`src/rtl/wl_pkg.sv`:
```
// Shared types and defaults for the word-line pulse controller and the read-path column mux.
package wl_pkg;

  typedef enum logic [1:0] {
    IDLE  = 2'd0,
    PRECH = 2'd1,
    PULSE = 2'd2
  } wl_state_e;

  localparam int WL_ADR_W_DEF     = 4;
  localparam int WL_ROWS_DEF      = 2 ** WL_ADR_W_DEF;
  localparam int WL_PRECH_CYC_DEF = 1;
  localparam int WL_PULSE_CYC_DEF = 2;

  function automatic logic [WL_ROWS_DEF-1:0] onehot(input logic [WL_ADR_W_DEF-1:0] adr);
    logic [WL_ROWS_DEF-1:0] v;
    v      = '0;
    v[adr] = 1'b1;
    return v;
  endfunction

endpackage

```
`src/rtl/wl_pulse_ctrl_decoder.sv`:
```
// Combinational ADR_W-to-ROWS one-hot decoder with enable; all-zero when disabled.
module wl_decoder
  import wl_pkg::*;
#(
  parameter int ADR_W = WL_ADR_W_DEF
) (
  input  logic                  i_en,
  input  logic [ADR_W-1:0]      i_adr,
  output logic [(2**ADR_W)-1:0] o_wl
);

  generate
    if (ADR_W == WL_ADR_W_DEF) begin : g_shared
      // Default geometry reuses the same decode as the read-path column mux.
      always_comb begin
        o_wl = '0;
        if (i_en) o_wl = onehot(i_adr);
      end
    end else begin : g_generic
      always_comb begin
        o_wl = '0;
        if (i_en) o_wl[i_adr] = 1'b1;
      end
    end
  endgenerate

endmodule

```
`src/rtl/wl_pulse_ctrl.sv`:
```
// Timed word-line generator: accepts one row access, precharges bit lines, then pulses one word line.
module wl_pulse_ctrl
  import wl_pkg::*;
#(
  parameter int ADR_W     = WL_ADR_W_DEF,
  parameter int PRECH_CYC = WL_PRECH_CYC_DEF,
  parameter int PULSE_CYC = WL_PULSE_CYC_DEF
) (
  input  logic                  clk,
  input  logic                  rst,
  input  logic                  req_valid,
  output logic                  req_ready,
  input  logic [ADR_W-1:0]      ADR,
  input  logic                  req_we,
  output logic                  PRE,
  output logic [(2**ADR_W)-1:0] WL,
  output logic                  WE,
  output logic                  done,
  output logic [1:0]            o_state
);

  localparam int ROWS = 2 ** ADR_W;
  localparam int MAXC = (PRECH_CYC > PULSE_CYC) ? PRECH_CYC : PULSE_CYC;
  localparam int CW   = (MAXC <= 1) ? 1 : $clog2(MAXC + 1);
  localparam logic [CW-1:0] PRECH_LD = (PRECH_CYC > 0) ? CW'(PRECH_CYC - 1) : '0;
  localparam logic [CW-1:0] PULSE_LD = CW'(PULSE_CYC - 1);

  // Handshake: a request transfers on a rising edge where req_valid && req_ready;
  // req_ready is high only in IDLE and a transferred request cannot be withdrawn.
  wl_state_e         r_state;
  logic [CW-1:0]     r_cnt;
  logic [ADR_W-1:0]  r_adr;
  logic              r_we_lat;
  logic              r_pre;
  logic [ROWS-1:0]   r_wl;
  logic              r_we;
  logic              r_done;

  wl_state_e         w_state_nxt;
  logic [CW-1:0]     w_cnt_nxt;
  logic [ADR_W-1:0]  w_adr_nxt;
  logic              w_we_nxt;
  logic [ROWS-1:0]   w_wl_dec;

  always_comb begin
    w_state_nxt = r_state;
    w_cnt_nxt   = r_cnt;
    w_adr_nxt   = r_adr;
    w_we_nxt    = r_we_lat;
    case (r_state)
      IDLE: begin
        if (req_valid) begin
          w_adr_nxt = ADR;
          w_we_nxt  = req_we;
          if (PRECH_CYC == 0) begin
            w_state_nxt = PULSE;
            w_cnt_nxt   = PULSE_LD;
          end else begin
            w_state_nxt = PRECH;
            w_cnt_nxt   = PRECH_LD;
          end
        end
      end
      PRECH: begin
        if (r_cnt == '0) begin
          w_state_nxt = PULSE;
          w_cnt_nxt   = PULSE_LD;
        end else begin
          w_cnt_nxt = r_cnt - 1'b1;
        end
      end
      PULSE: begin
        if (r_cnt == '0) begin
          w_state_nxt = IDLE;
          w_cnt_nxt   = '0;
        end else begin
          w_cnt_nxt = r_cnt - 1'b1;
        end
      end
      default: begin
        w_state_nxt = IDLE;
        w_cnt_nxt   = '0;
      end
    endcase
  end

  // Decode from next-state so WL rises on the same edge the FSM enters PULSE.
  wl_decoder #(.ADR_W(ADR_W)) u_dec (
    .i_en  (w_state_nxt == PULSE),
    .i_adr (w_adr_nxt),
    .o_wl  (w_wl_dec)
  );

  always_ff @(posedge clk) begin
    if (rst) begin
      r_state  <= IDLE;
      r_cnt    <= '0;
      r_adr    <= '0;
      r_we_lat <= 1'b0;
      r_pre    <= 1'b0;
      r_wl     <= '0;
      r_we     <= 1'b0;
      r_done   <= 1'b0;
    end else begin
      r_state  <= w_state_nxt;
      r_cnt    <= w_cnt_nxt;
      r_adr    <= w_adr_nxt;
      r_we_lat <= w_we_nxt;
      r_pre    <= (w_state_nxt == PRECH);
      r_wl     <= w_wl_dec;
      r_we     <= (w_state_nxt == PULSE) && w_we_nxt;
      r_done   <= (r_state == PULSE) && (r_cnt == '0);
    end
  end

  assign req_ready = (r_state == IDLE);
  assign PRE       = r_pre;
  assign WL        = r_wl;
  assign WE        = r_we;
  assign done      = r_done;
  assign o_state   = r_state;

endmodule
```
`config.mk`:
```
export PLATFORM = sky130hd
export DESIGN_NAME = wl_pulse_ctrl
export DESIGN_NICKNAME = d
export VERILOG_FILES = /design/src/rtl/wl_pkg.sv /design/src/rtl/wl_pulse_ctrl_decoder.sv /design/src/rtl/wl_pulse_ctrl.sv
export SDC_FILE = /design/constraint.sdc
export NUM_CORES = 1
export LEC_CHECK = 0
export CAP_MARGIN = 0
export CORE_UTILIZATION = 40
export CTS_BUF_LIST = sky130_fd_sc_hd__clkbuf_16
export DETAILED_ROUTE_END_ITERATION = 16
export GPL_TIMING_DRIVEN = 0
export MAX_ROUTING_LAYER = met4
export PLACE_DENSITY = 0.77
export SYNTH_ARGS = -nofsm -noshare
export SYNTH_HDL_FRONTEND = slang
export SYNTH_SLANG_ARGS = --single-unit
```
`constraint.sdc`:
```
create_clock -name clk -period 3.2 [get_ports clk]
set_input_delay 0.64 -clock clk [delete_from_list [all_inputs] [get_ports clk]]
set_output_delay 0.64 -clock clk [all_outputs]
set_load 0.02 [all_outputs]
```
# ---- Word level (Yosys, flattened, before mapping)
# Index checks and enable logic that the tools add are counted.
dict set report classes {
  n_reduce_logical 6
  n_lt_le_gt_ge 2
  n_addsub 1
  muxes 14
  eq_ne 5
  bitwise 1
}
# operator count
set op_table {}
lappend op_table {{two-way mux 2 bit} 6}
lappend op_table {{one-hot mux 2 bit (3 select lines)} 2}
lappend op_table {{two-way mux 4 bit} 2}
lappend op_table {{< comparator 4 x 5 -> 1 bit, second input constant} 1}
lappend op_table {{demux 1 bit (select 4 bit)} 1}
lappend op_table {{equality test 2 x 1 -> 1 bit, second input constant} 2}
lappend op_table {{equality test 2 bit, second input constant} 2}
lappend op_table {{greater-or-equal comparator 4 x 1 -> 1 bit, second input constant} 1}
lappend op_table {{zero test 2 bit} 2}
lappend op_table {{logical AND 1 bit} 3}
lappend op_table {{two-way mux 1 bit} 3}
lappend op_table {{!= test 2 bit, second input constant} 1}
lappend op_table {{OR reduction 2 bit} 1}
lappend op_table {{subtractor 2 x 1 -> 2 bit, second input constant} 1}
lappend op_table {{NOT 1 bit} 1}
dict set report totals {
  out_inout_bits 22
  word_cells 37
  in_bits 8
  register_bits 28
}

# ---- Depth between registers and ports, before layout
# Gate-level depths: netlist (run 1).
dict set report logic_depth {
  depth_word 6
  ltp_mapped 7
  depth_no_buf 5
}

# ---- By module
# A second synthesis (run 1) with hierarchy kept.
dict set report unflattened {
  hier_cells 109
  hier_area_um2 1092.3
}
# mod area_per_inst_um2 seq_area_each_um2 cells_per_inst n_inst
set modules_own_cells {}
lappend modules_own_cells {wl_pulse_ctrl 974.7 560.5 86 1}
lappend modules_own_cells {wl_decoder 117.6 0.0 23 1}

# ---- Worst setup path before layout (run 1)
# Ideal clock, no wire load.
dict set report synth_timing {
  kind {register to register}
  start {register r_state[0], in the netlist o_state[0]}
  end {register r_cnt[0]}
  setup_slack_ps 1294
  synth_period_minus_slack_ps 1906
  path_buffers 1
  setup_time_ps 72
  stages_incl_launch_ff 7
  t_required_ps 3128
  arrival_ps 1834
  cell_sequence {dfxtp_1 > inv_2 > ha_1 > buf_2 > nor2b_1 > or4b_1 > a21oi_1}
}
dict set report synth_via {
  elab_chain_cells 2
  word_cells_on_any_way 5
  cone_classes {3 x eq/ne; 1 x mux; 1 x reduce/logical}
}
# element line_no
set synth_rtl {}
lappend synth_rtl {{start, declared} wl_pulse_ctrl.sv:30} ;# wl_state_e r_state;
lappend synth_rtl {{start signal, assigned} wl_pulse_ctrl.sv:105} ;# r_state <= w_state_nxt;
lappend synth_rtl {{zero test 2 bit (*)} n/a}
lappend synth_rtl {{named net req_ready} wl_pulse_ctrl.sv:12} ;# output logic req_ready,
lappend synth_rtl {{one-hot mux 2 bit (3 select lines) or != test 2 bit (tied branches)} n/a}
lappend synth_rtl {{end signal, assigned} wl_pulse_ctrl.sv:106} ;# r_cnt <= w_cnt_nxt;
lappend synth_rtl {{end, declared} wl_pulse_ctrl.sv:31} ;# logic [CW-1:0] r_cnt;
# The timed path passes the listed nets; every way through them passes the cells marked *.
# A chain may end at the register's enable or synchronous reset.

# ---- Worst setup path after layout (run 1)
dict set report layout_timing {
  start {register r_state[1], in the netlist o_state[1]}
  end {output port req_ready}
}
dict set report layout_via {
  elab_chain_cells 1
}
# element line_no
set layout_rtl {}
lappend layout_rtl {{zero test 2 bit} wl_pulse_ctrl.sv:116} ;# assign req_ready = (r_state == IDLE);
lappend layout_rtl {{end, declared} wl_pulse_ctrl.sv:12}
# No other way between the ends.

==> results of run 1 <==
power breakdown:
part	internal, mW	leakage [nW]	total [mW]	switching, mW
clock network	0.249	0.0511	0.359	0.110
logic	0.0869	0.305	0.222	0.135
registers	0.365	0.227	0.380	0.0148
cells in the final DEF (no fill, tap or decap), types with 3 or more instances in the layout:
cell,count
nor2_1,3
inv_1,5
buf_2,4
ha_1,4
a31oi_1,4
dfxtp_1,28
nand2_1,11
clkbuf_16,3
nor4_1,16
a21oi_1,9
clkdlybuf4s50_1,28
final cells by class:
type / instances / area [um^2] / area share [%]
repair buffers: 28 / 280 / 17.7
plain buffers: 6 / 35.0 / 2.21
clock inverters: 1 / 30.0 / 1.89
well taps: 31 / 38.8 / 2.44
clock buffers: 3 / 75.1 / 4.73
multi-input cells: 76 / 541 / 34.1
inverters: 7 / 26.3 / 1.66
flip-flops and latches: 28 / 561 / 35.3
tightest hold or removal path, cell delays in order, from the launching register on:
cell,delay (ps)
dfxtp_1,300
nand2_1,60
a21oi_1,60
metal layers:
| metal | vias up | track usage, % | wire length, um |
|---|---|---|---|
| li1 | 507 | - | - |
| met1 | 451 | 22.5 | 1100 |
| met2 | 40 | 28.1 | 1190 |
| met3 | 2 | 3.72 | 160 |
| met4 | 0 | 6.97 | 8 |
| met5 | - | - | 0 |
cells by family after synthesis:
group / Yosys count / share of synthesized area [%]
DFF: 28 / 48.2
buffers and inverters: 13 / 5.27
AOI/OAI and AO/OA: 24 / 16.1
and+or+nand+nor: 48 / 26.1
adders and majority gates: 4 / 4.31
worst max-delay path by stage:
stage | start | cells after the start | end | slack [ps]
2_1_floorplan | o_state[0] | 6 | r_cnt[0] | 1290
6_report | o_state[1] | 3 | req_ready | 920
3_3_place_gp | req_valid | 6 | WL[15] | 960
4_1_cts | o_state[1] | 3 | req_ready | 930
5_1_grt | o_state[1] | 3 | req_ready | 840
3_5_place_dp | req_valid | 6 | WL[15] | 910
stage by stage:
stage | util (%) | hold WS [ps] | instance area [um^2]
6_report | 57.5 | 470 | 1590
5_1_grt | 57.5 | 488 | 1590
4_1_cts | 57.5 | 472 | 1590
3_5_place_dp | 53.7 | 456 | 1480
3_3_place_gp | 53.7 | 449 | 1480
2_1_floorplan | - | 440 | 1160
flip-flops by register name (all words and copies together) (netlist names):
name,cells
PRE,1
WE,1
WL,16
done,1
o_state,2
r_adr,4
r_cnt,2
r_we_lat,1
==> results_dict.tcl, run 1 <==
set metrics [dict create \
    grt_pass1_wl_um 4280 \
    die_area_mm2 0.00313 \
    period_share_pct 71.1 \
    p_per_area_mw_per_mm2 605 \
    hp-class "flip-flop to flip-flop" \
    critPathLaunchType "flip-flop" \
    r2r_slack_ps 1310 \
    pre_cts_ws_ps 913 \
    grt.total_usage_pct 17.8 \
    insertion_delay_ps 260 \
    drc 0 \
    synthArstFlopShare_pct 0 \
    yosys_register_bits 28 \
    ys.flop_type "dfxtp_1" \
    drive_above_1_share_pct 12.1 \
    finalNonFillerCells 180 \
    timing.fmax_mhz 439 \
    grt_start_max_net_pins 17 \
    cts_resized 0 \
    diodes 0 \
    n_fill_cell 247 \
    root_buffer "clkbuf_16" \
    r2r_start "o_state[1]" \
    tightestPinTransition_ps 494 \
    synth_area_leaders "dfxtp_1 48%, nor4_1 8.6%, ha_1 4.3%, a21oi_1 3.9%, nand2_1 3.6%" \
    postCtsSetupBuffers 0 \
    setup_viol 0 \
    leakagePower_nw 0.583 \
    numCtsBuffers 3 \
    hold_path_end "r_we_lat" \
    cp-end-kind "primary output" \
    cts_buffer_depth 2 \
    num_vias 1000 \
    die_x_um 55.9 \
    yosys.area.top_type_share_pct 48.2 \
    synth_top_area_cell "dfxtp_1" \
    synth_edf_count 0 \
    clk_pin_slew_ps 60 \
    grt_pass1_vias 940 \
    coreArea_mm2 0.00276 \
    ctsHoldBuffers 0 \
    critPathMaxStageDelay_ps 630 \
    ir_worst_vdd_mv 0.346 \
    relSlewSlack_pct 67.1 \
    hold_start "r_we_lat" \
    gp_congestion 0.838 \
    syn_to_final_growth_pct 36.5 \
    cp_top_family "buffers and inverters" \
    ant_nets 0 \
    syn_area_mm2 0.00116 \
    outcome "complete, no violations" \
    dpl.hpwl_um 1830 \
    arrival_ps 1640 \
    crit_type "flip-flop to primary output" \
    cap_violations 0 \
    timing.rr.end "WL[11]" \
    h-tree-depth 1 \
    total_power_mw 0.960 \
    synth_warnings 0 \
    slowest_stage "clkdlybuf4s50_1" \
    drv_slew 0 \
    clock_skew_ps 2.59 \
    worstPathRequired_ps 2560 \
    syn_area_per_cell_um2 9.93 \
    num_io_pins 30 \
    die-height_um 55.9 \
    syn-num-nets 129 \
    min_period_ps 2280 \
    overflow 0 \
    setup_slack_ps 924 \
    yosysMostFrequentCell "dfxtp_1" \
    initial_core_util_pct 42.2 \
    cts_tree "done" \
    io_buffer_count 28 \
    min_path_cells 2 \
    fin_tns_setup_ps 0 \
    worstPathMaxFanout 6 \
    rows 19 \
    yosys-top-cells-count "28 x dfxtp_1, 16 x nor4_1, 11 x nand2_1, 9 x a21oi_1, 5 x inv_1" \
    ys_seq_area_share_pct 48.2 \
    detail_route.wl_per_cell_um 13.7 \
    clock_sinks 28 \
    placed_cells 176 \
    reg2reg_depth 6 \
    fin_nets 162 \
    wl_um 2460 \
    drt_first_pass_iters 4 \
    drtIter0Drc 36 \
    hold_viol 0 \
    antenna_found_initial 0 \
    rsz0062_at_grt "no" \
    postSynthCellCount 117 \
    critical_path_buf_inv_count 2 \
    synth.distinct_cells 35 \
    vias_per_cell 5.56 \
    worstPathCellList "inv_1, ha_1, clkdlybuf4s50_1" \
]
(Power assumes the default switching activity.)
==> inputs of run 2 (changes only) <==
clock period = 2.1 ns   (was 3.2 ns; I/O delays follow)
==> run 2 against run 1 <==
Against the previous run: sequential power grew 52%; clock skew is essentially flat; power grew 52%; largest power group unchanged; largest cell class unchanged; die area is the same; highest routed layer unchanged.
==> results_dict.tcl, run 2 (synthesized netlist as in run 1, its figures left out) <==
set metrics [dict create \
    outcome "complete, no violations" \
    clk_pin_slew_ps 60 \
    io_buffer_count 28 \
    cts_tree "done" \
    r2r_slack_ps 210 \
    dpl.hpwl_um 1830 \
    rows 19 \
    setup_viol 0 \
    leakagePower_nw 0.587 \
    critPathLaunchType "flip-flop" \
    gp_congestion 0.838 \
    timing.fmax_mhz 528 \
    root_buffer "clkbuf_16" \
    numCtsBuffers 3 \
    reg2reg_depth 6 \
    fin_nets 162 \
    timing.rr.end "WL[11]" \
    cp-end-kind "flip-flop" \
    worstPathMaxFanout 10 \
    fin_tns_setup_ps 0 \
    n_fill_cell 246 \
    drive_above_1_share_pct 12.1 \
    startpoint "o_state[1]" \
    antenna_found_initial 0 \
    total_power_mw 1.46 \
    vias_per_cell 5.56 \
    num_vias 1001 \
    die_area_mm2 0.00313 \
    grt_pass1_wl_um 4280 \
    drtIter0Drc 38 \
    final_cell_mix "28 x dfxtp_1, 27 x clkdlybuf4s50_1, 16 x nor4_1" \
    hold_viol 0 \
    clock_sinks 28 \
    overflow 0 \
    clock_skew_ps 2.58 \
    crit_type "flip-flop to flip-flop" \
    final_common_cell "dfxtp_1" \
    h-tree-depth 1 \
    p_per_area_mw_per_mm2 920 \
    wl_um 2460 \
    min_period_ps 1890 \
    detail_route.wl_per_cell_um 13.7 \
    drt_first_pass_iters 4 \
    coreArea_mm2 0.00276 \
    syn_to_final_growth_pct 36.7 \
    largest_reg_flops 16 \
    grt_pass1_vias 940 \
    ir_worst_vdd_mv 0.526 \
    rsz0062_at_grt "no" \
    cts_buffer_depth 2 \
    initial_core_util_pct 42.2 \
    num_io_pins 30 \
    r2r_start "o_state[1]" \
    tightestPinTransition_ps 493 \
    worstPathRequired_ps 2230 \
    postCtsSetupBuffers 0 \
    grt.total_usage_pct 17.8 \
    ant_nets 0 \
    drc 0 \
    diodes 0 \
    insertion_delay_ps 260 \
    hp-class "flip-flop to flip-flop" \
    arrival_ps 2020 \
    die_x_um 55.9 \
    die-height_um 55.9 \
    relSlewSlack_pct 67.1 \
    cap_violations 0 \
    period_share_pct 90.1 \
    drv_slew 0 \
    worstSetupEndpoint "WL[11]" \
    grt_start_max_net_pins 17 \
]
-- run 2: what timing repair did --
| action | in CTS | in global routing |
|---|---|---|
| hold endpoints to repair | 0 | 0 |
| resized for setup | 0 | 1 |
| hold buffers | 0 | 0 |
| setup endpoints to repair | 0 | 1 |
-- run 2: final cells by class --
| cell class | instances | area (um^2) | area share (%) |
|---|---|---|---|
| Sequential cell | 28 | 561 | 35.3 |
| Multi-Input combinational cell | 76 | 541 | 34.0 |
| Timing Repair Buffer | 28 | 283 | 17.8 |
| Clock buffer | 3 | 75.1 | 4.72 |
| Tap cell | 31 | 38.8 | 2.44 |
| Buffer | 6 | 35.0 | 2.20 |
| Clock inverter | 1 | 30.0 | 1.89 |
| Inverter | 7 | 26.3 | 1.65 |
-- run 2: per-layer routing --
metal / vias up / global-route usage, % / share of wire (%) / routed length (um)
li1: 506 / - / - / -
met1: 453 / 22.5 / 45 / 1100
met2: 40 / 28.1 / 48 / 1190
met3: 2 / 3.72 / 6.5 / 160
met4: 0 / 6.97 / 0.33 / 8
met5: - / - / 0 / 0
-- run 2: worst max-delay path, stage by stage, from the launching register on --
cell	delay, ps
dfxtp_1	450
inv_1	120
ha_1	260
and3b_1	250
o31ai_4	420
buf_6	200
nor4_1	70
-- run 2: where the power goes --
| group | total, mW | switching (mW) | internal (mW) | leakage (nW) |
|---|---|---|---|---|
| sequential | 0.578 | 0.0225 | 0.556 | 0.227 |
| combinational | 0.337 | 0.205 | 0.131 | 0.309 |
| clock | 0.547 | 0.168 | 0.379 | 0.0511 |
-- run 2: worst min-delay path by stage --
stage,from,end,cells after the start
3_3_place_gp,r_we_lat,r_we_lat,2
2_1_floorplan,r_we_lat,r_we_lat,2
4_1_cts,r_we_lat,r_we_lat,2
3_5_place_dp,r_we_lat,r_we_lat,2
5_1_grt,r_we_lat,r_we_lat,2
6_report,r_we_lat,r_we_lat,2
-- run 2: per-stage QoR --
| step | setup WS, ps | cell area (um^2) | hold WS, ps | utilization, % | cells |
|---|---|---|---|---|---|
| final | 208 | 1590 | 470 | 57.6 | 180 |
| after global routing | 48.0 | 1590 | 488 | 57.6 | 180 |
| after CTS | 45.1 | 1590 | 472 | 57.5 | 180 |
| after detailed placement | 32.6 | 1480 | 456 | 53.7 | 176 |
| after global placement | 78.8 | 1480 | 449 | 53.7 | 176 |
| after floorplan | 194 | 1160 | 440 | - | 117 |
==> inputs of run 3 (changes only) <==
CORE_UTILIZATION = 47   (was 40)
CTS_CLUSTER_DIAMETER = 60   (was default)
PLACE_DENSITY = 0.86   (was 0.77)
==> run 3 against run 2 <==
Against the previous run: flip-flop and latch count unchanged; fmax increased by 1.9%; first-iteration DRC count decreased by 74%; cell area decreased by 0.24%; utilization increased by 12 points; sequential share of layout area increased by 0.083 points; clock-buffer cell count unchanged; non-clock buffer count unchanged; die area decreased by 14%; critical endpoint is now WL[15]; largest power group unchanged.
==> results_dict.tcl, run 3 (synthesized netlist as in run 1, its figures left out) <==
set metrics [dict create \
    die_area_mm2 0.00268 \
    fin_tns_setup_ps 0 \
    total_power_mw 1.46 \
    grt_pass1_wl_um 4130 \
    relSlewSlack_pct 66.5 \
    die-height_um 51.7 \
    dpl.hpwl_um 1750 \
    clk_pin_slew_ps 60 \
    syn_to_final_growth_pct 36.4 \
    r2r_start "o_state[1]" \
    timing.rr.end "WL[15]" \
    numCtsBuffers 3 \
    cts_tree "done" \
    root_buffer "clkbuf_16" \
    diodes 0 \
    largest_reg_flops 16 \
    overflow 0 \
    initial_core_util_pct 51.1 \
    antenna_found_initial 0 \
    final_common_cell "dfxtp_1" \
    detail_route.wl_per_cell_um 13.3 \
    cap_violations 0 \
    rsz0062_at_grt "no" \
    drtIter0Drc 10 \
    startpoint "o_state[1]" \
    hp-class "flip-flop to flip-flop" \
    h-tree-depth 1 \
    r2r_slack_ps 240 \
    period_share_pct 88.4 \
    wl_um 2350 \
    worstPathRequired_ps 2230 \
    critPathLaunchType "flip-flop" \
    insertion_delay_ps 260 \
    drv_slew 0 \
    drt_first_pass_iters 3 \
    n_fill_cell 181 \
    vias_per_cell 5.66 \
    arrival_ps 1990 \
    grt_start_max_net_pins 17 \
    timing.fmax_mhz 539 \
    setup_viol 0 \
    crit_type "flip-flop to flip-flop" \
    drc 0 \
    die_x_um 51.7 \
    fin_nets 162 \
    gp_congestion 0.927 \
    outcome "complete, no violations" \
    grt_pass1_vias 949 \
    io_buffer_count 28 \
    worstSetupEndpoint "WL[15]" \
    leakagePower_nw 0.587 \
    ant_nets 0 \
    worstPathMaxFanout 10 \
    grt.total_usage_pct 21.5 \
    drive_above_1_share_pct 12.1 \
    final_cell_mix "28 x dfxtp_1, 27 x clkdlybuf4s50_1, 16 x nor4_1" \
    tightestPinTransition_ps 502 \
    hold_viol 0 \
    cp-end-kind "flip-flop" \
    ctsHoldBuffers 0 \
    rows 17 \
    ir_worst_vdd_mv 0.695 \
    p_per_area_mw_per_mm2 922 \
    num_io_pins 30 \
    reg2reg_depth 6 \
    clock_skew_ps 2.49 \
    min_period_ps 1860 \
    clock_sinks 28 \
    num_vias 1001 \
    coreArea_mm2 0.00228 \
    cts_buffer_depth 2 \
    postLayoutCoreUtil_pct 69.7 \
]
[run 3: layer usage]
metal / vias to the layer above / global-route usage [%] / part of all wire [%]
li1: 504 / - / -
met1: 461 / 23.6 / 44
met2: 28 / 36.6 / 50
met3: 8 / 3.51 / 4.2
met4: 0 / 12.6 / 2.5
met5: - / - / 0
[run 3: layout make-up]
class                      count  area (um^2)  area share (%)
tap                           28         35.0            2.21
inverter                       7         26.3            1.66
buffer                         6         35.0            2.21
clock inverter                 1         30.0            1.89
sequential                    28          561            35.4
multi-input combinational     76          541            34.1
timing repair buffer          28          283            17.8
clock buffer                   3         75.1            4.74
[run 3: timing repair]
item	CTS	global route
resized for setup	0	1
endpoints found under the setup margin	0	1
buffers inserted	0	0
[run 3: worst min-delay path by stage]
stage                     slack [ps]  endpoint  startpoint  cells after the start
after floorplan                  440  r_we_lat    r_we_lat                      2
after global placement           450  r_we_lat    r_we_lat                      2
after detailed placement         480  r_we_lat    r_we_lat                      2
after CTS                        480  r_we_lat    r_we_lat                      2
after global routing             510  r_we_lat    r_we_lat                      2
final                            480  r_we_lat    r_we_lat                      2
[run 3: report_power, final]
part / internal [mW] / total, mW / switching [mW]
clock: 0.379 / 0.547 / 0.168
sequential: 0.556 / 0.577 / 0.0212
combinational: 0.131 / 0.337 / 0.206
total: 1.07 / 1.46 / 0.395
[run 3: worst max-delay path, stage by stage, from the launching register on]
cell and delay [ps]:
dfxtp_1 450, inv_1 110, ha_1 240, and3b_1 250, o31ai_4 430, buf_6 200, nor4_1 50
[run 3: per-stage QoR]
| step | setup slack [ps] | std cells | hold slack (ps) | area [um^2] |
|---|---|---|---|---|
| 6_report | 244 | 177 | 476 | 1590 |
| 5_1_grt | 96.5 | 177 | 513 | 1590 |
| 4_1_cts | 66.2 | 177 | 481 | 1580 |
| 3_5_place_dp | 32.5 | 173 | 480 | 1480 |
| 3_3_place_gp | 80.6 | 173 | 450 | 1480 |
| 2_1_floorplan | 194 | 117 | 440 | 1160 |
